## src/rtl/ifu_prefetch_q.sv

```systemverilog
// Sequential instruction prefetcher: keeps up to OUTS ITCM reads in flight and
// buffers {pc, instr} pairs in a DEPTH-entry FIFO towards the EXU.
module ifu_prefetch_q #(
  parameter int PC_W    = 32,
  parameter int INSTR_W = 32,
  parameter int ADDR_W  = 16,
  parameter int DEPTH   = 4,
  parameter int OUTS    = 2
) (
  input  logic                       clk,
  input  logic                       rst,
  input  logic [PC_W-1:0]            pc_rtvec,
  input  logic                       pipe_flush_req,
  input  logic [PC_W-1:0]            pipe_flush_pc,
  output logic                       pipe_flush_ack,
  output logic                       itcm_cmd_valid,
  input  logic                       itcm_cmd_ready,
  output logic [ADDR_W-1:0]          itcm_cmd_addr,
  input  logic                       itcm_rsp_valid,
  output logic                       itcm_rsp_ready,
  input  logic [INSTR_W-1:0]         itcm_rsp_rdata,
  output logic                       ifu_o_valid,
  input  logic                       ifu_o_ready,
  output logic [INSTR_W-1:0]         ifu_o_ir,
  output logic [PC_W-1:0]            ifu_o_pc,
  output logic [$clog2(DEPTH+1)-1:0] ifu_o_cnt
);
  localparam int CNT_W = $clog2(DEPTH+1);
  localparam int PTR_W = $clog2(DEPTH);
  localparam int OUT_W = $clog2(OUTS+1);

  logic [PC_W-1:0]    r_fetch_pc;
  logic [PC_W-1:0]    r_rsp_pc;
  logic [OUT_W-1:0]   r_outs;
  logic [OUT_W-1:0]   r_drop;
  logic [CNT_W-1:0]   r_cnt;
  logic [PTR_W-1:0]   r_rd_ptr;
  logic [PTR_W-1:0]   r_wr_ptr;
  logic [INSTR_W-1:0] r_ir_mem [DEPTH];
  logic [PC_W-1:0]    r_pc_mem [DEPTH];

  logic               w_cmd_fire;
  logic               w_rsp_fire;
  logic               w_push;
  logic               w_pop;
  logic               w_credit_ok;
  logic [31:0]        w_credit;
  logic [PC_W-1:0]    w_flush_pc;
  logic [PC_W-1:0]    w_rtvec_pc;
  logic               w_unused;

  // Handshakes: a transfer happens on a cycle where valid && ready; cmd valid may
  // drop without a transfer, responses are always accepted, the EXU pops the head.
  assign w_flush_pc = {pipe_flush_pc[PC_W-1:2], 2'b00};
  assign w_rtvec_pc = {pc_rtvec[PC_W-1:2], 2'b00};
  assign w_unused   = ^{pc_rtvec[1:0], pipe_flush_pc[1:0]};

  // Reserve a FIFO slot for every read whose data will be kept.
  assign w_credit    = 32'(r_cnt) + 32'(r_outs) - 32'(r_drop);
  assign w_credit_ok = (w_credit < 32'(DEPTH)) && (32'(r_outs) < 32'(OUTS));

  assign itcm_cmd_valid = !rst && !pipe_flush_req && w_credit_ok;
  assign itcm_cmd_addr  = r_fetch_pc[ADDR_W-1:0];
  assign itcm_rsp_ready = 1'b1;
  assign pipe_flush_ack = pipe_flush_req && !rst;

  assign w_cmd_fire = itcm_cmd_valid && itcm_cmd_ready;
  assign w_rsp_fire = itcm_rsp_valid && (r_outs != '0);
  assign w_push     = w_rsp_fire && (r_drop == '0) && !pipe_flush_req;
  assign w_pop      = ifu_o_valid && ifu_o_ready && !pipe_flush_req;

  assign ifu_o_valid = !rst && (r_cnt != '0);
  assign ifu_o_cnt   = rst ? '0 : r_cnt;
  assign ifu_o_ir    = r_ir_mem[r_rd_ptr];
  assign ifu_o_pc    = r_pc_mem[r_rd_ptr];

  always_ff @(posedge clk) begin
    if (rst) begin
      r_fetch_pc <= w_rtvec_pc;
      r_rsp_pc   <= w_rtvec_pc;
      r_outs     <= '0;
      r_drop     <= '0;
      r_cnt      <= '0;
      r_rd_ptr   <= '0;
      r_wr_ptr   <= '0;
    end else if (pipe_flush_req) begin
      // Everything still outstanding after this cycle belongs to the old stream.
      r_fetch_pc <= w_flush_pc;
      r_rsp_pc   <= w_flush_pc;
      r_outs     <= r_outs - OUT_W'(w_rsp_fire);
      r_drop     <= r_outs - OUT_W'(w_rsp_fire);
      r_cnt      <= '0;
      r_rd_ptr   <= '0;
      r_wr_ptr   <= '0;
    end else begin
      if (w_cmd_fire) begin
        r_fetch_pc <= r_fetch_pc + PC_W'(4);
      end
      r_outs <= r_outs + OUT_W'(w_cmd_fire) - OUT_W'(w_rsp_fire);
      if (w_rsp_fire && (r_drop != '0)) begin
        r_drop <= r_drop - OUT_W'(1);
      end
      if (w_push) begin
        r_rsp_pc <= r_rsp_pc + PC_W'(4);
        r_wr_ptr <= r_wr_ptr + PTR_W'(1);
      end
      if (w_pop) begin
        r_rd_ptr <= r_rd_ptr + PTR_W'(1);
      end
      r_cnt <= r_cnt + CNT_W'(w_push) - CNT_W'(w_pop);
    end
  end

  // Payload storage carries no reset; occupancy alone qualifies it.
  always_ff @(posedge clk) begin
    if (w_push && !rst) begin
      r_ir_mem[r_wr_ptr] <= itcm_rsp_rdata;
      r_pc_mem[r_wr_ptr] <= r_rsp_pc;
    end
  end

endmodule

```

## config.mk

```make
export PLATFORM = sky130hd
export DESIGN_NAME = ifu_prefetch_q
export DESIGN_NICKNAME = d
export VERILOG_FILES = /design/src/rtl/ifu_prefetch_q.sv
export SDC_FILE = /design/constraint.sdc
export NUM_CORES = 1
export LEC_CHECK = 0
export CORE_ASPECT_RATIO = 1.5
export CORE_MARGIN = 5
export CORE_UTILIZATION = 49
export CTS_CLUSTER_SIZE = 16
export DETAILED_ROUTE_END_ITERATION = 12
export PLACE_DENSITY = 0.79
export SLEW_MARGIN = 0
export SYNTH_ARGS = -nofsm -noshare
export SYNTH_HDL_FRONTEND = slang
export SYNTH_SLANG_ARGS = --single-unit
```

## constraint.sdc

```tcl
create_clock -name clk -period 3.45 [get_ports clk]
set_clock_uncertainty 0.15 [all_clocks]
set_input_delay 0.345 -clock clk [delete_from_list [all_inputs] [get_ports clk]]
set_output_delay 0.345 -clock clk [all_outputs]
set_load 0.01 [all_outputs]
```

==> results of run 1 <==
logic make-up (layout without fill, tap and decap cells):
| family | Yosys count | in the layout |
|---|---|---|
| buf+inv | 59 | 275 |
| other cells | 2 | 5 |
| mux | 65 | 65 |
| compound gates | 90 | 90 |
| flops | 305 | 305 |
| xor+xnor | 43 | 43 |
| simple gates | 138 | 138 |
| fa+ha+maj | 18 | 18 |
cell type report:
type / instances / area (sq um)
well taps: 333 / 416.7
fillers: 1880 / 9679
repair buffers: 204 / 2095
clock inverters: 18 / 147.6
multi-input cells: 359 / 3437
flip-flops and latches: 305 / 9036
inverters: 22 / 82.58
clock buffers: 31 / 690.7
registers in the layout, indices dropped and copies added (netlist names), named ones only:
name	count
r_ir_mem	128
r_pc_mem	120
r_rsp_pc	30
r_fetch_pc	14
r_cnt	3
r_drop	2
r_outs	2
r_rd_ptr	2
r_wr_ptr	2
report_power, final:
| group | total [mW] | internal [mW] | switching [mW] |
|---|---|---|---|
| clock | 2.84 | 1.59 | 1.25 |
| combinational | 0.649 | 0.349 | 0.300 |
| sequential | 4.38 | 4.22 | 0.158 |
stage by stage:
| stage | cell area [sq um] | worst slack [ps] | total power [mW] |
|---|---|---|---|
| 6_report | 15910 | 95.31 | 7.876 |
| 5_1_grt | 15910 | -25.30 | 8.195 |
| 4_1_cts | 15860 | 1.105 | 7.940 |
| 3_3_place_gp | 15000 | 29.99 | 5.063 |
| 2_1_floorplan | 12660 | 13.58 | 4.731 |
| 3_5_place_dp | 15000 | -80.72 | 5.088 |
worst register-to-register path: cells and delay by family, from the launching register on:
family	cells	cell delay [ps]
simple gates	4	870
flops	1	330
fa+ha+maj	4	1190
buf+inv	3	130
compound gates	2	240
xor+xnor	2	310
worst paths after layout:
path / end
max: itcm_cmd_valid
min: r_cnt[0]
max reg2reg: r_outs[1]
min reg2reg: r_wr_ptr[1]
layer usage:
metal / track usage [%] / up-vias
li1: - / 3237
met2: 32.55 / 211
met4: 5.921 / 0
met3: 2.696 / 44
met5: 0 / -
met1: 21.38 / 3455
synth_stat cells (2+ instances only):
library cell	instances	area [sq um]
xor2_1	22	192.7
nor4_1	3	18.77
buf_2	7	35.03
buf_1	3	11.26
and4_1	4	35.03
fa_1	2	40.04
conb_1	2	7.510
edfxtp_1	292	8768
and3b_1	2	17.52
dfxtp_1	13	260.3
a21o_1	3	22.52
or2_2	3	18.77
nor2b_1	4	25.02
clkbuf_1	20	75.07
inv_1	22	82.58
nand4_1	13	81.33
nor2_1	25	93.84
nand4_4	2	42.54
a22oi_1	19	142.6
a21oi_1	15	75.07
nand2b_1	7	43.79
a31oi_1	2	12.51
o21ai_0	38	190.2
nand3_1	15	75.07
ha_1	16	200.2
o21ai_1	2	10.01
nand2_1	41	153.9
and3_1	2	12.51
mux4_2	62	1396
nor4_4	2	42.54
o31ai_1	2	15.01
and2_1	5	31.28
mux2i_1	2	20.02
nor3_1	5	25.02
buf_4	6	45.04
xnor2_1	21	183.9
what timing repair did:
action | in CTS | in global routing
endpoints found under the setup margin | 2 | 2
buffers inserted | 1 | 2
resized for setup | 7 | 10
pin swaps | 3 | 9
cloned | 0 | 0
==> reports/summary.txt, run 1 <==
DR top layer: met4
Antenna fix cells: 0
Number of global-route vias before repair: 7316
Synth Instances: 720
Crit. End Element: output port
H-tree depth: 1
Most common cell after layout, fill and taps aside: edfxtp_1
Worst-margin pin slew: 809.0 ps
Largest family of logic cells by synthesized area: multiplexers
Routed WL: 25970 um
GR Util All Layers: 17.73%
Post-Syn Area per Cell: 17.56 sq um
Core Util, Final: 62.17%
Final hold slack: 189.4 ps
Status: complete, no violations
Die footprint: 0.02918 sq mm
CTS tree: yes
Critical path arrival: 2860 ps
I/O pin cnt: 189
IO Port Bufs: 179
Wire length on met1: 9951 um
Worst skew pair latency: 530 ps
Setup_tns: 0 ps
Top FF cell, synth: edfxtp_1
Buf/Inv on CP: 4
Post-synth EDFFs: 292
Post-synth ARST share: 0%
R2R cell count: 15
Mapped Area: 0.01264 sq mm
Nets: 1039
Detail Route met3 WL: 1406 um
Via count: 6947
Global-route wire length before repair: 40080 um
Max Clock Freq: 0.2981 GHz
Worst stage delay on the critical path: 550 ps
Num rows: 72
Post-Place Cells: 1220
Setup CP Type: reg2out
Clock Sink Count: 305
Complex-gate fraction of the synthesized area: 4.315%
Synthesized flop and latch total: 305
Routed wl met2: 13880 um
Post-DP HPWL: 16950 um
Syn. warnings: 0
PD cells: 495.2 mW/mm^2
Fin crit period: 3355 ps
Stages on worst setup path: 9
Share of cells above drive strength 1: 16.93%
CP top delay family: adder cells
Cells along the critical path: inv_2, fa_1, inv_1, ha_1, and3b_1, or4_4, a21oi_4, buf_4, clkbuf_2
Die Height: 206.7 um
Worst-path maximum fanout: 2
Max-slew violation count: 0
Most frequent cells in the layout: edfxtp_1, clkdlybuf4s50_1, mux4_2
Longest Clk Path Bufs: 3
Chip Width: 141.2 um
Hold crit path type: in2reg
DRC viols: 0
Synth Area in Adders: 1.900%
Unique cell type count in the Yosys netlist: 52
Multiplexer area fraction after synthesis: 11.29%
Simple-gate share of the synthesized area: 6.037%
Launch point of the worst path: r_cnt[1]
Hold_buf cts: 0
Max Cap Violations: 0
RSZ-0062 raised after global routing: true
Final Hold Viols: 0
Worst-case vdd ir drop: 0.3318 mV
Sequential fraction of the synthesis area: 71.41%
DRT Pass-1 Iters: 4
Num CTS Buffers: 27
Core area: 0.02558 sq mm
Total grt overflow: 0
XOR/XNOR share of the synthesized area: 2.979%
Pleak: 5.142 nW
Mean routed wirelength per cell: 20.41 um
Crit start category: register
Worst hold path cell count: 4
Final setup viols: 0
Final GP Congestion: 0.8324
Reg2reg start: r_cnt[1]
Initial drt markers: 329
Crit-path slowest cell: or4_4
Worst EP required: 2950 ps
Layout Area Growth over Synthesis: 25.80%
Initial Util: 49.42%
Vias per cell: 5.461
CTS root buf: clkbuf_16
Max-slew headroom: 45.57%
Reg-to-reg slack, setup: 110 ps
Final std cells w/o fill: 1272
Final period util: 97.24%
Number of routed nets with antenna violations: 0
Hold Startpoint: rst
Clock transition at path regs: 60 ps
Antenna violations before repair: 0
Largest net degree at the start of global routing: 63
(Power assumes the default switching activity.)
==> run 2: changes to the inputs <==
Settings changed: CORE_MARGIN 5 to unset.
==> reports/summary.txt, run 2 (same netlist as run 1, synthesis figures left out) <==
Final period util: 99.89% (+2.7 points)
H-tree depth: 1 (unchanged)
Largest regs: r_ir_mem (128), r_pc_mem (120), r_rsp_pc (30)
DP Area: 0.01501 sq mm (+0.10%)
RSZ-0062 raised after global routing: true
Post-DP HPWL: 16420 um (-3.1%)
Core area: 0.02523 sq mm (-1.4%)
Final WS setup: 3.725 ps (-91.58 ps)
Core Util, Final: 63.01% (+0.85 points)
Die Height: 198.7 um (-3.9%)
Die footprint: 0.02646 sq mm (-9.3%)
Hold crit path type: in2reg
Critical path arrival: 2950 ps (+90 ps)
Layout Area Growth over Synthesis: 25.74% (about the same)
Setup CP Type: reg2out
Clock Sink Count: 305 (unchanged)
Longest Clk Path Bufs: 3 (unchanged)
Worst-path maximum fanout: 2 (unchanged)
Fin area: 0.01590 sq mm (about the same)
Min-Delay Endpoint: r_rsp_pc[30]
Cells along the critical path: inv_2, fa_1, inv_1, ha_1, and3b_1, or4_4, a21oi_4, dlygate4sd2_1
Num CTS Buffers: 27 (unchanged)
Reg-to-reg slack, setup: 40 ps (-70 ps)
Final Hold Viols: 0 (unchanged)
Antenna violations before repair: 0 (unchanged)
Max-slew headroom: 44.43% (-1.1 points)
Grt met1 use: 23.68% (+2.3 points)
Max Clock Freq: 0.2902 GHz (-2.7%)
Hold Startpoint: rst
GR Util All Layers: 19.08% (+1.3 points)
Vias per cell: 5.489 (+0.50%)
DRC viols: 0 (unchanged)
Gr busiest metal: met2
Worst-case vdd ir drop: 0.3531 mV (+6.4%)
R2R cell count: 15 (unchanged)
Reg2reg start: r_cnt[1]
IO Port Bufs: 179 (unchanged)
DRT Pass-1 Iters: 5 (+1)
Reg with most FFs: r_ir_mem
Status: complete, no violations
I/O pin cnt: 189 (unchanged)
Most frequent cells in the layout: edfxtp_1, clkdlybuf4s50_1, mux4_2
Share of cells above drive strength 1: 16.88% (-0.054 points)
Final setup viols: 0 (unchanged)
Largest net degree at the start of global routing: 63 (unchanged)
Pre-CTS setup slack: 1.053 ps (+81.77 ps)
CTS root buf: clkbuf_16
Crit-path slowest cell: or4_4
Max-slew violation count: 0 (unchanged)
Max reg flops: 128 (unchanged)
Final hold slack: 91.67 ps (-97.70 ps)
Global-route wire length before repair: 38290 um (-4.5%)
Worst hold path cell count: 3 (-1)
CTS tree: yes
Fin crit period: 3446 ps (+91.58 ps)
GRT met2 Usage: 34.46% (+1.9 points)
Number of global-route vias before repair: 6989 (-4.5%)
Routed WL: 24950 um (-3.9%)
Nets: 1041 (+0.19%)
Worst-margin pin slew: 825.9 ps (+16.91 ps)
Launch point of the worst path: r_cnt[1]
Hold_buf cts: 0 (unchanged)
Number of routed nets with antenna violations: 0 (unchanged)
Final GP Congestion: 0.8337 (+0.16%)
Crit start category: register
Num rows: 71 (-1.4%)
Mean routed wirelength per cell: 19.64 um (-3.8%)
Total grt overflow: 0 (unchanged)
Pleak: 5.146 nW (about the same)
Worst stage delay on the critical path: 550 ps (about the same)
Reg2Reg Capture Point: r_outs[1]
Worst EP required: 2950 ps (about the same)
Antenna fix cells: 0 (unchanged)
Met3 usage in global routing: 2.701% (+0.0049 points)
Chip Width: 133.2 um (-5.7%)
Initial drt markers: 340 (+3.3%)
Setup_tns: 0 ps (unchanged)
Initial Util: 50.11% (+0.70 points)
Max Cap Violations: 0 (unchanged)
Worst skew pair latency: 530 ps (about the same)
Clock transition at path regs: 70 ps (about the same)
Via count: 6971 (+0.35%)
PD cells: 490.6 mW/mm^2 (-0.93%)
Crit. End Element: output port
Most common cell after layout, fill and taps aside: edfxtp_1
## run 2: cell type report
type | instances | area (sq um)
Clock buffer | 28 | 679.4
Clock inverter | 22 | 140.1
Fill cell | 1842 | 9331
Inverter | 22 | 82.58
Multi-Input combinational cell | 359 | 3436
Sequential cell | 305 | 9036
Tap cell | 328 | 410.4
Timing Repair Buffer | 206 | 2113
## run 2: metrics by stage
step	std cells	power (mW)
floorplan	723	4.731
finish	1270	7.799
global placement	1218	5.057
global route	1270	8.077
CTS	1268	7.844
detailed placement	1218	5.078
## run 2: critical path: cells and delay by family, from the launching register on
kind | cells | cell delay (ps)
fa+ha+maj | 2 | 780
simple gates | 2 | 730
buf+inv | 3 | 390
flops | 1 | 340
compound gates | 1 | 180
## run 2: how the worst max path moves through the flow
| stage | to | cells after the start |
|---|---|---|
| 2_1_floorplan | r_outs[1] | 15 |
| 6_report | itcm_cmd_valid | 8 |
| 3_5_place_dp | r_outs[1] | 15 |
| 5_1_grt | r_outs[1] | 15 |
| 4_1_cts | itcm_cmd_valid | 8 |
| 3_3_place_gp | r_outs[1] | 15 |
## run 2: repair_timing
item	in CTS	in global routing
gates resized for setup	2	13
endpoints found under the setup margin	2	2
pin swaps	0	8
setup buffers	0	2
## run 2: where the power goes
group | switching, mW | internal, mW
Combinational | 0.294 | 0.343
Clock | 1.27 | 1.51
Sequential | 0.159 | 4.22
## run 2: metal layers
metal | share of wire [%] | routed length, um
met1 | 39 | 9822
met2 | 53 | 13300
met3 | 5.0 | 1242
met4 | 2.3 | 586
met5 | 0 | 0
==> run 3: changes to the inputs <==
Settings changed: CORE_UTILIZATION 49 to 58, PLACE_DENSITY 0.79 to 0.88.
Clock period 3.45 ns to 4.35 ns, I/O delays scaled along.
==> reports/summary.txt, run 3 (same netlist as run 1, synthesis figures left out) <==
Clock Sink Count: 305 (unchanged)
Pre-CTS setup slack: 697.9 ps (+696.9 ps)
Setup_tns: 0 ps (unchanged)
Reg with most FFs: r_ir_mem
Cts repair resizes: 0 (-2)
Most frequent cells in the layout: edfxtp_1, clkdlybuf4s50_1, mux4_2
Worst-case vdd ir drop: 0.2442 mV (-31%)
Antenna fix cells: 0 (unchanged)
Hold crit path type: in2reg
Nets: 1032 (-0.86%)
CTS tree: yes
Reg2reg start: r_outs[1]
Initial Util: 59.56% (+9.4 points)
Max-slew headroom: 38.87% (-5.6 points)
Post-DP HPWL: 15830 um (-3.6%)
Critical path arrival: 3340 ps (+390 ps)
Crit-path slowest cell: clkdlybuf4s50_1
Num rows: 65 (-8.5%)
Core Util, Final: 73.62% (+11 points)
Total grt overflow: 0 (unchanged)
Final setup viols: 0 (unchanged)
Longest Clk Path Bufs: 3 (unchanged)
Worst stage delay on the critical path: 590 ps (+40 ps)
Global-route wire length before repair: 37950 um (-0.88%)
Die Height: 182.8 um (-8.0%)
Antenna violations before repair: 0 (unchanged)
Multi-input gate area: 0.003377 sq mm (-1.7%)
DRT Pass-1 Iters: 5 (unchanged)
Crit. End Element: output port
H-tree depth: 1 (unchanged)
Largest regs: r_ir_mem (128), r_pc_mem (120), r_rsp_pc (30)
Hold Startpoint: rst
Core area: 0.02123 sq mm (-16%)
Pleak: 5.069 nW (-1.5%)
Largest net degree at the start of global routing: 63 (unchanged)
Die footprint: 0.02241 sq mm (-15%)
Cells along the critical path: inv_1, fa_1, inv_1, ha_1, and3b_1, or4_1, a21oi_1, clkdlybuf4s50_1
Via count: 6990 (+0.27%)
Number of global-route vias before repair: 7123 (+1.9%)
Post-CTS setup buffer count: 0 (unchanged)
Final period util: 90.23%
Crit start category: register
Setup CP Type: reg2out
Mean routed wirelength per cell: 20.47 um (+4.2%)
Final GP Congestion: 0.8402 (+0.78%)
Initial drt markers: 533 (+57%)
Fin area: 0.01563 sq mm (-1.7%)
Max Clock Freq: 0.2548 GHz
Worst EP required: 3760 ps (+810 ps)
Clock transition at path regs: 70 ps (about the same)
GR Util All Layers: 22.48% (+3.4 points)
Worst hold path cell count: 3 (unchanged)
PD cells: 396.7 mW/mm^2 (-19%)
CP top delay family: adder cells
DRC viols: 0 (unchanged)
Min-Delay Endpoint: r_rsp_pc[25]
Fillers: 1258 (-32%)
Worst skew pair latency: 510 ps (-20 ps)
Num CTS Buffers: 27 (unchanged)
Chip Width: 122.6 um (-8.0%)
Worst-path maximum fanout: 4 (+2)
Max-slew violation count: 0 (unchanged)
Most common cell after layout, fill and taps aside: edfxtp_1
IO Port Bufs: 179 (unchanged)
Layout Area Growth over Synthesis: 23.60%
Buf/Inv on CP: 3 (unchanged)
I/O pin cnt: 189 (unchanged)
Cell mode on critical path: inv_1
CTS root buf: clkbuf_16
RSZ-0062 raised after global routing: false
Reg2Reg Capture Point: r_outs[1]
Routed WL: 24560 um (-1.6%)
Fin crit period: 3925 ps
Worst-margin pin slew: 916.9 ps (+90.96 ps)
Max reg flops: 128 (unchanged)
Hold_buf cts: 0 (unchanged)
Max Cap Violations: 0 (unchanged)
DP Area: 0.01480 sq mm (-1.4%)
R2R cell count: 15 (unchanged)
Final WS setup: 424.9 ps (+421.2 ps)
Final Hold Viols: 0 (unchanged)
Number of routed nets with antenna violations: 0 (unchanged)
FF/Latch Area: 0.009034 sq mm (about the same)
Reg-to-reg slack, setup: 730 ps (+690 ps)
Share of cells above drive strength 1: 14.70% (-2.2 points)
Vias per cell: 5.825 (+6.1%)
Status: complete, no violations
-- run 3: changes by cell type in the layout (fill, tap and decap cells not counted), sizes merged --
cell           before  now
bufinv              1    2
clkinvlp            1    2
dlygate4sd2         1    0
clkinv             18   12
buf                28   19
clkdlybuf4s50     177  178
clkbuf             28   33
inv                24   22
-- run 3: where the power goes --
group	total (mW)	switching [mW]	internal (mW)	leakage, nW
logic	0.479	0.221	0.258	1.87
clock network	2.24	0.986	1.26	0.404
registers	3.48	0.126	3.35	2.80
-- run 3: area by class of cell --
| cell class | instances | area share, % |
|---|---|---|
| Inverter | 22 | 0.5284 |
| Multi-Input combinational cell | 359 | 21.61 |
| Sequential cell | 305 | 57.81 |
| Tap cell | 268 | 2.146 |
| Timing Repair Buffer | 197 | 12.62 |
| Clock inverter | 16 | 0.8247 |
| Clock buffer | 33 | 4.468 |
-- run 3: worst register-to-register path, delay by kind of cell, from the launching register on --
kind                       cells  cell delay (ps)
AOI/OAI and AO/OA              2              420
DFF                            1              420
xor gates and xnor gates       2              270
and+or+nand+nor                4              800
buffers and inverters          3              190
adders and majority gates      4             1270
-- run 3: worst max-delay path by stage --
| stage | slack (ps) | endpoint | start | cells after the start |
|---|---|---|---|---|
| CTS | 370 | itcm_cmd_valid | r_outs[1] | 8 |
| global placement | 780 | r_outs[1] | r_outs[1] | 15 |
| floorplan | 850 | r_outs[1] | r_outs[1] | 15 |
| detailed placement | 700 | r_outs[1] | r_outs[1] | 15 |
| finish | 420 | itcm_cmd_valid | r_outs[1] | 8 |
| global route | 230 | itcm_cmd_valid | r_outs[1] | 8 |
-- run 3: metal layers --
| metal | vias up | global-route usage (%) | wire length (um) |
|---|---|---|---|
| met5 | - | 0 | 0 |
| met4 | 0 | 6.780 | 527 |
| met3 | 36 | 2.861 | 1282 |
| met2 | 241 | 39.69 | 13170 |
| met1 | 3501 | 28.83 | 9580 |
| li1 | 3212 | - | - |
-- run 3: through the flow --
stage | power [mW] | std cells | hold WS [ps]
finish | 6.200 | 1200 | 350.1
global route | 6.403 | 1200 | 372.8
CTS | 6.238 | 1200 | 332.2
detailed placement | 4.016 | 1151 | 346.7
global placement | 3.993 | 1151 | 331.0
floorplan | 3.751 | 723 | 319.2
